File: config.mk
export PLATFORM = sky130hd
export DESIGN_NAME = bin_to_bcd_iter
export DESIGN_NICKNAME = d
export VERILOG_FILES = /design/src/rtl/bin_to_bcd_pkg.sv /design/src/rtl/bcd_digit_adj.sv /design/src/rtl/bin_to_bcd_iter.sv
export SDC_FILE = /design/constraint.sdc
export NUM_CORES = 1
export LEC_CHECK = 0
export CORE_AREA = 2 2 75 105
export DETAILED_ROUTE_END_ITERATION = 16
export DIE_AREA = 0 0 77 107
export PLACE_DENSITY = 0.69
export SETUP_SLACK_MARGIN = 0.4
export SYNTH_ARGS = -nofsm -noshare
export SYNTH_HDL_FRONTEND = slang
export SYNTH_HIERARCHICAL = 1
export SYNTH_SLANG_ARGS = --single-unit
File: constraint.sdc
create_clock -name clk -period 2 [get_ports clk]
set_input_delay 0.2 -clock clk [delete_from_list [all_inputs] [get_ports clk]]
set_output_delay 0.2 -clock clk [all_outputs]
set_load 0.1 [all_outputs]
File: src/rtl/bin_to_bcd_pkg.sv
// Shared types and helpers for the iterative binary-to-BCD converter.
package bin_to_bcd_pkg;

  typedef enum logic [1:0] {
    StIdle,
    StConv,
    StDone
  } state_e;

  // Number of decimal digits needed to show the largest unsigned w-bit value.
  function automatic int unsigned min_digits(input int unsigned w);
    longint unsigned v;
    int unsigned     d;
    v = (64'd1 << w) - 64'd1;
    d = 1;
    while (v >= 64'd10) begin
      v = v / 64'd10;
      d = d + 1;
    end
    return d;
  endfunction

endpackage

File: src/rtl/bcd_digit_adj.sv
// Double-dabble nibble correction: add 3 to any digit above 4 before the shift.
module bcd_digit_adj (
  input  logic [3:0] nib_i,
  output logic [3:0] nib_o
);

  // Pre-shift correction so a digit >= 5 carries into the next nibble after doubling.
  always_comb begin
    nib_o = (nib_i > 4'd4) ? (nib_i + 4'd3) : nib_i;
  end

endmodule

File: src/rtl/bin_to_bcd_iter.sv
// Iterative (one bit per clock) binary-to-BCD converter with valid/ready handshakes.
module bin_to_bcd_iter
  import bin_to_bcd_pkg::*;
#(
  parameter int unsigned W      = 16,
  parameter int unsigned D      = 5,
  parameter int unsigned SIGNED = 0
) (
  input  logic           clk,
  input  logic           clear,
  input  logic           in_valid,
  output logic           in_ready,
  input  logic [W-1:0]   bin_in,
  output logic           out_valid,
  input  logic           out_ready,
  output logic [4*D-1:0] bcd,
  output logic           neg,
  output logic [D-1:0]   digit_en
);

  localparam int unsigned    CntW     = $clog2(W + 1);
  localparam logic [CntW-1:0] LastIter = CntW'(W - 1);

  if ((W < 4) || (W > 32)) begin : g_bad_w
    $fatal(1, "bin_to_bcd_iter: W=%0d outside 4..32", W);
  end
  if (D < min_digits(W)) begin : g_bad_d
    $fatal(1, "bin_to_bcd_iter: D=%0d too small for W=%0d", D, W);
  end

  state_e          state_q, state_d;
  logic [CntW-1:0] cnt_q, cnt_d;
  logic [4*D-1:0]  scratch_q, scratch_d;
  logic [W-1:0]    mag_q, mag_d;
  logic            sign_q, sign_d;
  logic [4*D-1:0]  bcd_q, bcd_d;
  logic            neg_q, neg_d;
  logic [D-1:0]    en_q, en_d;

  logic [4*D-1:0]   adj;
  logic [4*D+W-1:0] shifted;
  logic             in_neg;
  logic [W-1:0]     in_mag;
  logic [D-1:0]     en_next;

  for (genvar g = 0; g < int'(D); g++) begin : g_adj
    bcd_digit_adj u_adj (
      .nib_i (scratch_q[4*g +: 4]),
      .nib_o (adj[4*g +: 4])
    );
  end

  // Input magnitude; W-bit negation maps -2^(W-1) onto 2^(W-1) without loss.
  always_comb begin
    in_neg  = (SIGNED != 0) && bin_in[W-1];
    in_mag  = in_neg ? ((~bin_in) + W'(1)) : bin_in;
    shifted = {adj, mag_q} << 1;
  end

  // Blanking mask from the scratch value that will be latched on DONE entry.
  always_comb begin
    logic seen;
    seen    = 1'b0;
    en_next = '0;
    for (int k = int'(D) - 1; k >= 0; k--) begin
      seen       = seen | (|shifted[W + 4*k +: 4]);
      en_next[k] = seen;
    end
    en_next[0] = 1'b1;
  end

  // Next-state logic for the IDLE/CONV/DONE sequencer and its datapath.
  always_comb begin
    state_d   = state_q;
    cnt_d     = cnt_q;
    scratch_d = scratch_q;
    mag_d     = mag_q;
    sign_d    = sign_q;
    bcd_d     = bcd_q;
    neg_d     = neg_q;
    en_d      = en_q;
    unique case (state_q)
      StIdle: begin
        if (in_valid) begin
          state_d   = StConv;
          mag_d     = in_mag;
          sign_d    = in_neg;
          scratch_d = '0;
          cnt_d     = '0;
        end
      end
      StConv: begin
        scratch_d = shifted[4*D+W-1:W];
        mag_d     = shifted[W-1:0];
        cnt_d     = cnt_q + CntW'(1);
        if (cnt_q == LastIter) begin
          state_d = StDone;
          bcd_d   = shifted[4*D+W-1:W];
          neg_d   = sign_q;
          en_d    = en_next;
        end
      end
      StDone: begin
        if (out_ready) begin
          state_d = StIdle;
        end
      end
      default: state_d = StIdle;
    endcase
  end

  // All state; clear wipes any partial conversion so it can never be presented.
  always_ff @(posedge clk or negedge clear) begin
    if (!clear) begin
      state_q   <= StIdle;
      cnt_q     <= '0;
      scratch_q <= '0;
      mag_q     <= '0;
      sign_q    <= 1'b0;
      bcd_q     <= '0;
      neg_q     <= 1'b0;
      en_q      <= '0;
    end else begin
      state_q   <= state_d;
      cnt_q     <= cnt_d;
      scratch_q <= scratch_d;
      mag_q     <= mag_d;
      sign_q    <= sign_d;
      bcd_q     <= bcd_d;
      neg_q     <= neg_d;
      en_q      <= en_d;
    end
  end

  // Handshake flags decode straight from the state register.
  always_comb begin
    in_ready  = (state_q == StIdle);
    out_valid = (state_q == StDone);
    bcd       = bcd_q;
    neg       = neg_q;
    digit_en  = en_q;
  end

endmodule

Yosys cells after proc, flatten, opt, wreduce, memory -nomap -nowiden
Index checks and enable logic that the tools add are counted.
{"block": "totals", "register_bits": 68, "input_bits": 20, "output_inout_bits": 28, "word_cells": 50}
{"block": "classes", "addsub": 6, "magnitude_cmp": 5, "n_eq_ne": 6, "muxes": 15, "bitwise": 3, "n_reduce_logical": 9}
{"cell": "$pmux W20 S2", "n": 1}
{"cell": "$pmux W16 S2", "n": 1}
{"cell": "$gt A4 B3 Y1 const B", "n": 5}
{"cell": "$mux W20", "n": 1}
{"cell": "$add A4 B2 Y4 const B", "n": 4}
{"cell": "$mux W16", "n": 1}
{"cell": "$mux W4", "n": 4}
{"cell": "$reduce_or A4 Y1", "n": 4}
{"cell": "$pmux W5 S2", "n": 1}
{"cell": "$mux W2", "n": 3}
{"cell": "$pmux W2 S3", "n": 1}
{"cell": "$add A5 B1 Y5 const B", "n": 1}
{"cell": "$eq A5 B4 Y1 const B", "n": 1}
{"cell": "$mux W5", "n": 1}
{"cell": "$ne A2 B2 Y1 const B", "n": 2}
{"cell": "$reduce_and A2 Y1", "n": 2}
{"cell": "$add A3 B2 Y3 const B", "n": 1}
{"cell": "$mux W3", "n": 1}
{"cell": "$or A1 B1 Y1", "n": 3}
{"cell": "$reduce_and A3 Y1", "n": 1}
{"cell": "$eq A2 B1 Y1 const B", "n": 1}
{"cell": "$eq A2 B2 Y1 const B", "n": 1}
{"cell": "$logic_not A2 Y1", "n": 1}
{"cell": "$ne A2 B1 Y1 const B", "n": 1}
{"cell": "$reduce_bool A2 Y1", "n": 1}

Logic depth before layout (Yosys ltp)
{"block": "depth", "depth_word": 6, "depth_mapped": 8, "mapped_depth_nobuf": 8}

Hierarchy
Netlist, hierarchy kept.
{"module": "bin_to_bcd_iter", "n_inst": 1, "cells_per_inst": 220, "area_per_inst_um2": 2758.9, "seq_area_each_um2": 1701.6}
{"module": "bcd_digit_adj", "n_inst": 5, "cells_per_inst": 15, "area_per_inst_um2": 103.8, "seq_area_each_um2": 0.0}

Least setup slack after synthesis
Ideal clock, no wire load.
{"block": "synth_path", "kind": "register to output", "start": "register state_q[0]", "end": "output in_ready", "arrival_time_ns": 1.992, "required_ns": 1.800, "setup_slack_ns": -0.192, "stages_incl_launch_ff": 4, "n_path_buf": 2, "path_cell_list": "dfrtp_1 buf_2 buf_2 nor2_1"}
{"block": "synth_between", "elab_chain_cells": 1}
{"item": "start: declaration", "line": "bin_to_bcd_iter.sv:31", "source": "state_e state_q, state_d;"}
{"item": "start signal: assignment", "line": "bin_to_bcd_iter.sv:115", "source": "state_q <= StIdle;"}
{"item": "start signal: assignment", "line": "bin_to_bcd_iter.sv:124", "source": "state_q <= state_d;"}
{"item": "$logic_not A2 Y1", "line": "bin_to_bcd_iter.sv:137", "source": "in_ready = (state_q == StIdle);"}
{"item": "end: declaration", "line": "bin_to_bcd_iter.sv:12", "source": "output logic in_ready,"}
No other way between the ends.

Final worst setup path
{"block": "layout_path", "start": "register scratch_q[16]", "end": "register en_q[1] (netlist: digit_en[1])"}
{"block": "layout_between", "elab_chain_cells": 6, "word_cells_on_any_way": 7, "cone_classes": "add/sub: 1; order compare: 1; mux: 1; bitwise: 3; reduce/logical: 1"}
{"item": "start: declaration", "line": "bin_to_bcd_iter.sv:33", "source": "logic [4*D-1:0] scratch_q, scratch_d;"}
{"item": "start signal: assignment", "line": "bin_to_bcd_iter.sv:126", "source": "scratch_q <= scratch_d;"}
{"item": "$gt A4 B3 Y1 / $add A3 B2 Y3 (equally long branches)", "line": "bcd_digit_adj.sv:9", "source": "nib_o = (nib_i > 4'd4) ? (nib_i + 4'd3) : nib_i;"}
{"item": "$mux W3 *", "line": "bcd_digit_adj.sv:9"}
{"item": "via adj[18]", "line": "bin_to_bcd_iter.sv:40", "source": "logic [4*D-1:0] adj;"}
{"item": "$reduce_or A4 Y1 *", "line": "bin_to_bcd_iter.sv:66", "source": "seen = seen | (|shifted[W + 4*k +: 4]);"}
{"item": "$or A1 B1 Y1 * (3 in a row)", "line": "bin_to_bcd_iter.sv:66"}
{"item": "end signal: assignment", "line": "bin_to_bcd_iter.sv:131", "source": "en_q <= en_d;"}
{"item": "end: declaration", "line": "bin_to_bcd_iter.sv:38", "source": "logic [D-1:0] en_q, en_d;"}
Mark *: on every way through the listed nets, which the timed path passes. The rest lies on a longest branch.
A chain may end at the register's enable or synchronous reset.

==> run_results.csv <==
group,metric,value,unit
route,wl_per_cell,15.39,um
die,core-area,7315,sq um
clock_tree,numCtsBuffers,9,
clock_tree,cts.sinks,68,
route,via_per_inst,5.278,
clock_tree,cts_tree,"done",
timing,setup_slack,-0.05056,ns
synth,syn_area,3261,sq um
global_route,grt_max_degree,69,
synth,syn_area_per_cell,11.17,sq um
worst_setup_path,end_kind,"flip-flop",
timing,finalSetupViolCount,1,
finish,nFillCells,580,
route,drc,0,
timing,finalSetupTns,-0.05056,ns
placement,io_buffers,46,
finish,area_growth,39.91,%
timing,fin_crit_sh,1.025,
timing,fin_worst_skew,0.008684,ns
clock_tree,htree_levels,3,
worst_setup_path,reg2reg_depth,8,
die,dieArea,8239,sq um
worst_setup_path,critPathRequiredTime,2.19,ns
flow_run,drv_cap,0,
synth,syn_inst,292,
synth,syn_nets,324,
die,rows,37,
finish,drive_gt1_frac,0.3780,
die,io-pin-count,48,
clock_tree,clock-root-buffer,"clkbuf_8",
clock_tree,cts_buffer_depth,2,
synth,yosysWarnings,6,
finish,nets,409,
global_route,grt_first_pass_wirelength,11.94,mm
run_status,status,"finished, violations left",
worst_setup_path,critPathKind,"flip-flop to flip-flop",
clock_tree,clk_pin_slew_worst_paths,0.07,ns
placement,place_congestion,0.7548,
die,fp.dieH,107,um
timing,min_period,2.051,ns
route,antenna_left,0,
worst_setup_path,start_kind,"flip-flop",
global_route,grt_util_all_layers,0.1816,
run_status,violations,"negative setup slack",
route,drt_iter0_markers,123,
clock_tree,clk_latency,0.33,ns
global_route,grt_overflow,0,
die,dieWidth,77,um
route,drt_first_pass_iters,6,
timing,slew_viol_final,0,
finish,diodes,0,
global_route,antenna_found_initial,0,
die,start_util,0.4458,
timing,rsz0062_at_grt,"true",
timing,timing.fmax,487.7,MHz
route,vias,2523,
route,wirelength,7.357,mm
worst_setup_path,r2r_setup_slack,-0.05,ns
global_route,grt_pass1_vias,2542,
worst_hold_path,hp-class,"input port to async pin",
placement,dp_hpwl,4.270,mm
timing,hold_violations,0,
worst_setup_path,crit_fanout,3,
worst_setup_path,crit_arrival,2.25,ns
repair_timing:
action,CTS,global route
gates cloned,2,1
gates resized for setup,18,30
pin swaps,7,12
endpoints found under the hold margin,68,0
buffers inserted,12,10
hold buffers,1,0
endpoints found under the setup margin,25,28
metrics by stage:
| stage | setup WS, ns | instance area [sq um] | utilization | hold slack, ns | instances |
|---|---|---|---|---|---|
| final | -0.05056 | 4562 | 0.6237 | 0.4185 | 478 |
| after global routing | -0.1351 | 4562 | 0.6237 | 0.4362 | 478 |
| after CTS | 0.02895 | 4339 | 0.5932 | 0.4221 | 467 |
| after detailed placement | -0.02630 | 3955 | 0.5407 | 0.2554 | 437 |
| after global placement | 0.05189 | 3955 | 0.5407 | 0.2524 | 437 |
| after floorplan | 0.08908 | 3356 | - | -0.09559 | 292 |
layout by cell type (no fill, tap or decap), types with 3 or more instances in the layout:
master            n
xnor2_1           4
a21oi_4           3
clkdlybuf4s50_1  18
or4_4             3
mux2_4           20
buf_6             3
buf_4            56
ha_4              4
inv_1            10
inv_2            10
clkbuf_8         11
buf_12            7
ha_2              3
a22o_1           20
mux2i_1           6
a21oi_1           6
ha_1              5
nor2_1            3
nand2b_1          6
dfrtp_1          66
o21ai_0          25
nor3_1            4
o21ai_1           9
a21o_1            4
nand2_1          19
a22oi_1          15
nor2b_1           9
worst paths after layout:
check / from / end
max in group asynchronous: clear / state_q[1]$_DFFE_PN0P_
min in group clk: out_ready / state_q[1]$_DFFE_PN0P_
setup reg to reg: scratch_q[16]$_DFFE_PN0P_ / digit_en[1]$_DFFE_PN0P_
setup / recovery: scratch_q[16]$_DFFE_PN0P_ / digit_en[1]$_DFFE_PN0P_
hold reg to reg: cnt_q[4]$_DFFE_PN0P_ / cnt_q[4]$_DFFE_PN0P_
hold / removal: clear / bcd[7]$_DFFE_PN0P_
per-layer routing:
metal	vias to the layer above	track usage	routed length, um
met1	1245	0.2275	3133
met3	13	0.02609	266
met4	0	0.07143	150
met2	64	0.3164	3806
li1	1201	-	-
met5	-	0	0
worst max-delay path, stage by stage, from the launching register on:
cell     delay (ns)
dfrtp_1        0.39
inv_2          0.07
ha_4           0.16
nor2b_4        0.12
o21ai_1        0.16
o21ai_1        0.11
or4_4          0.57
nor3_4         0.20
a41oi_2        0.13
state kept, by name, indices dropped and copies added (netlist names):
signal and flops:
bcd 20, cnt_q 5, digit_en 5, mag_q 16, scratch_q 20, state_q 2
cell type report:
| cell class | count | area (sq um) | area share |
|---|---|---|---|
| clock buffers | 13 | 158.9 | 0.03483 |
| clock inverters | 2 | 10.01 | 0.002194 |
| inverters | 20 | 75.07 | 0.01646 |
| multi-input cells | 188 | 1608 | 0.3524 |
| flip-flops and latches | 68 | 1704 | 0.3736 |
| well taps | 97 | 121.4 | 0.02660 |
| repair buffers | 90 | 884.6 | 0.1939 |
Power is left out: the tool's default activity adds up to more than one toggle a clock period on the data nets, which glitch-free logic cannot reach.
